===== src/rtl/cache_fill_fsm.sv =====
// cache_fill_fsm: fetches a 16-byte block (eight 16-bit words) from main memory after a cache miss.
// Ports:
//   clk, rst            rising-edge clock, synchronous active-high reset
//   miss_detected       lookup missed; sampled only in IDLE
//   miss_address        byte address of the miss; bits [ADDR_WIDTH-1:4] form the block base
//   memory_data_valid   one returned word this cycle; ignored in IDLE
//   fsm_busy            fill in progress (pipeline stall)
//   mem_read            word read request, with memory_address as its word address (0 when idle)
//   write_data_array    write the returned word at byte offset write_word_offset
//   write_tag_array     single-cycle pulse on the last word, commits tag/valid for the block
//   fill_count          completed fills, saturating; present only with CACHE_FILL_PERF_CNT_EN
module cache_fill_fsm #(
    parameter int ADDR_WIDTH      = 16,
    parameter int WORDS_PER_BLOCK = 8
) (
    input  logic                  clk,
    input  logic                  rst,
    input  logic                  miss_detected,
    input  logic [ADDR_WIDTH-1:0] miss_address,
    input  logic                  memory_data_valid,
    output logic                  fsm_busy,
    output logic                  mem_read,
    output logic [ADDR_WIDTH-1:0] memory_address,
    output logic                  write_data_array,
    output logic [3:0]            write_word_offset,
    output logic                  write_tag_array
`ifdef CACHE_FILL_PERF_CNT_EN
    ,
    output logic [15:0]           fill_count
`endif
);
    localparam logic [3:0] LAST_REQ = 4'(WORDS_PER_BLOCK);
    localparam logic [2:0] LAST_RCV = 3'(WORDS_PER_BLOCK - 1);
    typedef enum logic {IDLE, FILL} state_t;
    state_t                state_q, state_d;
    logic [ADDR_WIDTH-5:0] base_q, base_d;
    logic [3:0]            req_cnt_q, req_cnt_d;
    logic [2:0]            rcv_cnt_q, rcv_cnt_d;
    logic                  unused_bits;
    // Byte-within-block bits never reach the block base.
    assign unused_bits = ^miss_address[3:0];
    always_ff @(posedge clk) begin
        if (rst) begin
            state_q   <= IDLE;
            base_q    <= '0;
            req_cnt_q <= '0;
            rcv_cnt_q <= '0;
        end else begin
            state_q   <= state_d;
            base_q    <= base_d;
            req_cnt_q <= req_cnt_d;
            rcv_cnt_q <= rcv_cnt_d;
        end
    end
    always_comb begin
        state_d           = state_q;
        base_d            = base_q;
        req_cnt_d         = req_cnt_q;
        rcv_cnt_d         = rcv_cnt_q;
        fsm_busy          = state_q == FILL;
        mem_read          = fsm_busy && (req_cnt_q < LAST_REQ);
        memory_address    = mem_read ? {base_q, req_cnt_q[2:0], 1'b0} : '0;
        write_data_array  = fsm_busy && memory_data_valid;
        write_word_offset = {rcv_cnt_q, 1'b0};
        write_tag_array   = write_data_array && (rcv_cnt_q == LAST_RCV);
        if (state_q == IDLE) begin
            state_d   = miss_detected ? FILL : IDLE;
            base_d    = miss_detected ? miss_address[ADDR_WIDTH-1:4] : base_q;
            req_cnt_d = '0;
            rcv_cnt_d = '0;
        end else begin
            // Requests may run ahead of returned data; the last word ends the fill
            // and clears both counters so the next fill starts cleanly.
            req_cnt_d = write_tag_array ? 4'd0 : (mem_read ? req_cnt_q + 4'd1 : req_cnt_q);
            rcv_cnt_d = write_tag_array ? 3'd0 : (write_data_array ? rcv_cnt_q + 3'd1 : rcv_cnt_q);
            state_d   = write_tag_array ? IDLE : FILL;
        end
    end
`ifdef CACHE_FILL_PERF_CNT_EN
    logic [15:0] fill_count_q, fill_count_d;
    always_ff @(posedge clk) begin
        if (rst) fill_count_q <= '0;
        else     fill_count_q <= fill_count_d;
    end
    always_comb begin
        fill_count_d = (write_tag_array && fill_count_q != 16'hFFFF) ? fill_count_q + 16'd1 : fill_count_q;
    end
    assign fill_count = fill_count_q;
`endif
endmodule


===== config.mk =====
export PLATFORM = sky130hd
export DESIGN_NAME = cache_fill_fsm
export DESIGN_NICKNAME = d
export VERILOG_FILES = /design/src/rtl/cache_fill_fsm.sv
export SDC_FILE = /design/constraint.sdc
export NUM_CORES = 1
export LEC_CHECK = 0
export BUFFER_PORTS_ARGS = -buffer_cell sky130_fd_sc_hd__clkbuf_2
export CORE_MARGIN = 5
export CORE_UTILIZATION = 47
export CTS_CLUSTER_DIAMETER = 50
export DETAILED_ROUTE_END_ITERATION = 8
export PLACE_DENSITY = 0.81
export SYNTH_ARGS = -nofsm -noshare
export SYNTH_HDL_FRONTEND = slang
export SYNTH_SLANG_ARGS = --single-unit

===== constraint.sdc =====
create_clock -name clk -period 2.85 [get_ports clk]
set_input_delay 0.1425 -clock clk [delete_from_list [all_inputs] [get_ports clk]]
set_output_delay 0.1425 -clock clk [all_outputs]
set_load 0.02 [all_outputs]

Yosys cells after proc, flatten, opt, wreduce, memory -nomap -nowiden

Cells that the tools add are included.

Logic and storage cells: 18
ROM bits: 0
Bits in writable memories: 0
Memories kept: 0
Bits in registers: 20
Bits in latches: 0
Input bits: 20
Output and inout port bits: 24

$add $sub $neg: 2
Reductions and logical operators: 5
Muxes and demuxes: 4
Divide/modulo/power cells: 0
Shifts and indexed selects: 0
$mul: 0
Bitwise gates (word level): 1
$lt $le $gt $ge: 1
Eq/ne operators: 1

Operator list:

| kind                                                           | number |
|---|---|
| 16-bit two-way mux                                             | 1 |
| 4-bit by 1-bit adder with 4-bit output (second input constant) | 1 |
| 4-bit < comparator (second input constant)                     | 1 |
| 3-bit by 1-bit adder with 3-bit output (second input constant) | 1 |
| 3-bit == test (second input constant)                          | 1 |
| 1-bit logical AND                                              | 3 |
| 1-bit two-way mux                                              | 3 |
| 3-bit OR reduction                                             | 1 |
| 2-bit AND reduction                                            | 1 |
| 1-bit inverter                                                 | 1 |

Logic depth before layout (Yosys ltp)

Depth in word-level cells: 4
Gate-level depth with buffers: 5
Gate-level depth less buffers: 5

Worst setup path before layout

No wires, ideal clock.

Kind: register -> output
From: register state_q (netlist: fsm_busy)
To: output port memory_address[10]
Stages on the path, launching flop included: 6
Required time: 2.707 ns
Arrival: 1.218 ns
Path slack: 1.489 ns
Cell sequence: dfxtp_1 -> buf_6 -> nor2b_4 -> buf_6 -> buf_6 -> and2_1

Longest elaborated chain between the ends: 2

RTL lines:

| element                | line | source |
|---|---|---|
| from (decl)            | 35   | `state_t state_q, state_d;` |
| from (signal assigned) | 49   | `state_q <= state_d;` |
| 1-bit logical AND      | 61   | `mem_read = fsm_busy && (req_cnt_q < LAST_REQ);` |
| via mem_read           | 22   | `output logic mem_read,` |
| 16-bit two-way mux     | 62   | `memory_address = mem_read ? {base_q, req_cnt_q[2:0], 1'b0} : '0;` |
| to (decl)              | 23   | `output logic [ADDR_WIDTH-1:0] memory_address,` |

The timed path passes the listed nets, and every way through them passes these cells.

Worst setup path in the final report

From: register state_q (netlist: fsm_busy)
To: output port memory_address[11]

Longest elaborated chain between the ends: 2

RTL lines:

| element            | line |
|---|---|
| 1-bit logical AND  | 61 |
| 16-bit two-way mux | 62 |

No other way between the ends.

==> results.py <==
metrics = {
    "global_route": {
        "grt_pass1_wl_um": 3063,
        "gr-total-overflow": 0,
        "grt_usage": 0.1426,
        "grt_pass1_vias": 761,
        "antenna_found_initial": 0,
        "grt_max_degree": 19,
    },
    "pwr": {
        "p_comb_frac": 0.163,
        "netSwitchingPower_mw": 0.1520,
        "power_density_mw_per_mm2": 499.3,
        "p_int_mw": 0.4058,
        "p_sw_frac": 0.2725,
        "power.share.clock": 0.291,
        "peakVddDrop_mv": 0.2479,
        "leakage_nw": 0.5395,
        "seq_power_share": 0.545,
    },
    "status": {
        "status": "finished clean",
    },
    "clock_network": {
        "cts_hold_repair.buffers": 0,
        "cts_max_level": 1,
        "ctsResizeCount": 0,
        "clock_latency_ns": 0.30,
        "root_buffer": "clkbuf_4",
        "cts_setup_buffers": 0,
        "cts.sinks": 20,
        "tritoncts": "built",
        "cts_buffers": 3,
        "clkTransAtPathRegs_ns": 0.11,
        "clk_path_buf_depth": 2,
    },
    "drt": {
        "drc": 0,
        "detail_route.iter0.violations": 9,
        "drtPass1Iterations": 5,
        "wire_per_inst_um": 11.04,
        "wirelength_um": 1877,
        "antenna_left": 0,
        "via_count": 803,
        "via_per_inst": 4.724,
    },
    "timing": {
        "rsz0062_at_grt": "false",
        "slew_headroom": 0.6552,
        "worstMarginPinSlew_ns": 0.5149,
        "post-route-period-util": 0.6346,
        "final.min_clock_period_ns": 1.808,
        "hold_viol": 0,
        "setup_viol": 0,
        "fmax_mhz": 553.0,
        "skew_ns": 0.005255,
        "maxSlewViolCount": 0,
        "tns_ns": 0,
        "hold_ws_ns": 0.04429,
    },
    "floorplan": {
        "row_count": 16,
        "die_w_um": 54.39,
        "dieArea_mm2": 0.002958,
        "die_h_um": 54.39,
        "placeableCoreArea_mm2": 0.001922,
        "num_io_pins": 44,
        "start_util": 0.4818,
    },
    "worst_setup_path": {
        "crit_path_max_fanout": 18,
        "critPathTopFamily": "simple AND/OR/NAND/NOR gates",
        "worstPathBufferInverterCount": 1,
        "crit_path_start_kind": "flop",
        "critPathLaunch": "fsm_busy",
        "critPathSlowestCell": "dfxtp_1",
        "crit_required_ns": 2.71,
        "cpPeakStageDelay_ns": 0.56,
        "worstPathCellList": "nor2b_4, and2_1, clkbuf_2",
        "critPathKind": "flop to primary output",
        "r2r-start": "fsm_busy",
        "cp-end-kind": "primary output",
        "worst_ep_arrival_time_ns": 1.67,
    },
    "worst_hold_path": {
        "hold_class": "input pin to flop",
        "hold_start": "miss_address[7]",
    },
    "layout": {
        "area_growth_pct": 20.68,
        "fillers": 211,
        "final_net_count": 167,
        "layout-drive-gt1-share": 0.3287,
        "antennaDiodeCount": 0,
    },
    "synthesis": {
        "synth_cells": 109,
        "ys_seq_area_frac": 0.4324,
        "synth.avg_cell_area_um2": 8.494,
        "synth_cell_types": 23,
        "ys_async_sr_fraction": 0,
        "synth_edf_count": 0,
        "yosys-top-cells-count": "28 x nand2_1, 20 x dfxtp_1, 14 x a21oi_1",
        "ys.warnings.count": 0,
        "synth.area.top_cells": "dfxtp_1 43%, nand2_1 11%, and2_1 8.1%",
        "syn_area_um2": 925.9,
        "synth.top_cell.area_share": 0.4324,
        "yosys_register_bits": 20,
        "yosysMostFrequentCell": "nand2_1",
        "yosysTopAreaCell": "dfxtp_1",
        "ys.flop_type": "dfxtp_1",
    },
    "run": {
        "drv_cap": 0,
    },
    "placed_design": {
        "gp_congestion": 0.6912,
        "dp_hpwl_um": 1398,
        "io_buffers": 37,
    },
}
## sequential cells by signal (all words and copies together), names as in the netlist
| register | cells |
|---|---|
| rcv_cnt_q | 3 |
| req_cnt_q | 4 |
| fsm_busy | 1 |
| base_q | 12 |
## layout by cell type (no fill, tap or decap), drive strengths merged, types with 2 or more instances in the layout
| master | netlist | final |
|---|---|---|
| nand2 | 28 | 28 |
| nor2b | 2 | 2 |
| nand3 | 2 | 2 |
| dfxtp | 20 | 20 |
| and2 | 15 | 15 |
| conb | 1 | 2 |
| clkbuf | 1 | 41 |
| xor2 | 2 | 2 |
| nand3b | 2 | 2 |
| nor2 | 5 | 5 |
| ha | 3 | 3 |
| a21oi | 14 | 14 |
## worst register-to-register path: stages, from the launching register on
cell	delay, ns
dfxtp_1	0.56
nor2b_4	0.45
mux2i_1	0.24
nor2_1	0.05
## metrics by stage
| stage | utilization | setup WS, ns | instances | power (mW) | area (um2) |
|---|---|---|---|---|---|
| detailed placement | 0.5625 | 1.353 | 166 | 0.4027 | 1081 |
| global route | 0.5814 | 0.8810 | 170 | 0.5928 | 1117 |
| floorplan | - | 1.489 | 110 | 0.3844 | 929.6 |
| finish | 0.5814 | 1.042 | 170 | 0.5578 | 1117 |
| CTS | 0.5814 | 1.004 | 170 | 0.5655 | 1117 |
| global placement | 0.5625 | 1.397 | 166 | 0.3991 | 1081 |
## layer usage
metal	vias to the layer above	track usage	wire length, um	part of all wire
met2	32	0.2590	869	0.46
met1	358	0.1545	791	0.42
met5	-	0	0	0
met4	0	0.04979	24	0.013
met3	3	0.04360	191	0.10
li1	410	-	-	-
## worst paths after layout
kind	depth (start not counted)	to	slack [ns]
worst max-delay path	3	memory_address[11]	1.04
worst min-delay path	3	base_q[3]	0.04
worst max register to register	3	req_cnt_q[1]	1.44
worst min register to register	2	base_q[11]	0.46
## power by group through the flow
stage               sequential [mW]  combinational [mW]  clock [mW]
floorplan                     0.308              0.0767           0
finish                        0.304              0.0911       0.163
detailed placement            0.311              0.0918           0
global placement              0.310              0.0894           0
global route                  0.307               0.101       0.185
CTS                           0.305              0.0923       0.169
## final cells by class
type / instances / area [um2] / share of cell area
inverter: 1 / 3.754 / 0.003359
clock buffer: 4 / 36.28 / 0.03247
multi-input combinational: 81 / 457.9 / 0.4099
tap: 27 / 33.78 / 0.03024
timing repair buffer: 37 / 185.2 / 0.1657
sequential: 20 / 400.4 / 0.3583
## kinds of logic after synthesis
family | share of synthesized area
mux | 0.01081
buf+inv | 0.07702
flops | 0.4324
xor+xnor | 0.02838
fa+ha+maj | 0.04054
compound gates | 0.09054
simple gates | 0.3162
other cells | 0.004050
Note: power is estimated with default switching activity, not from simulation.
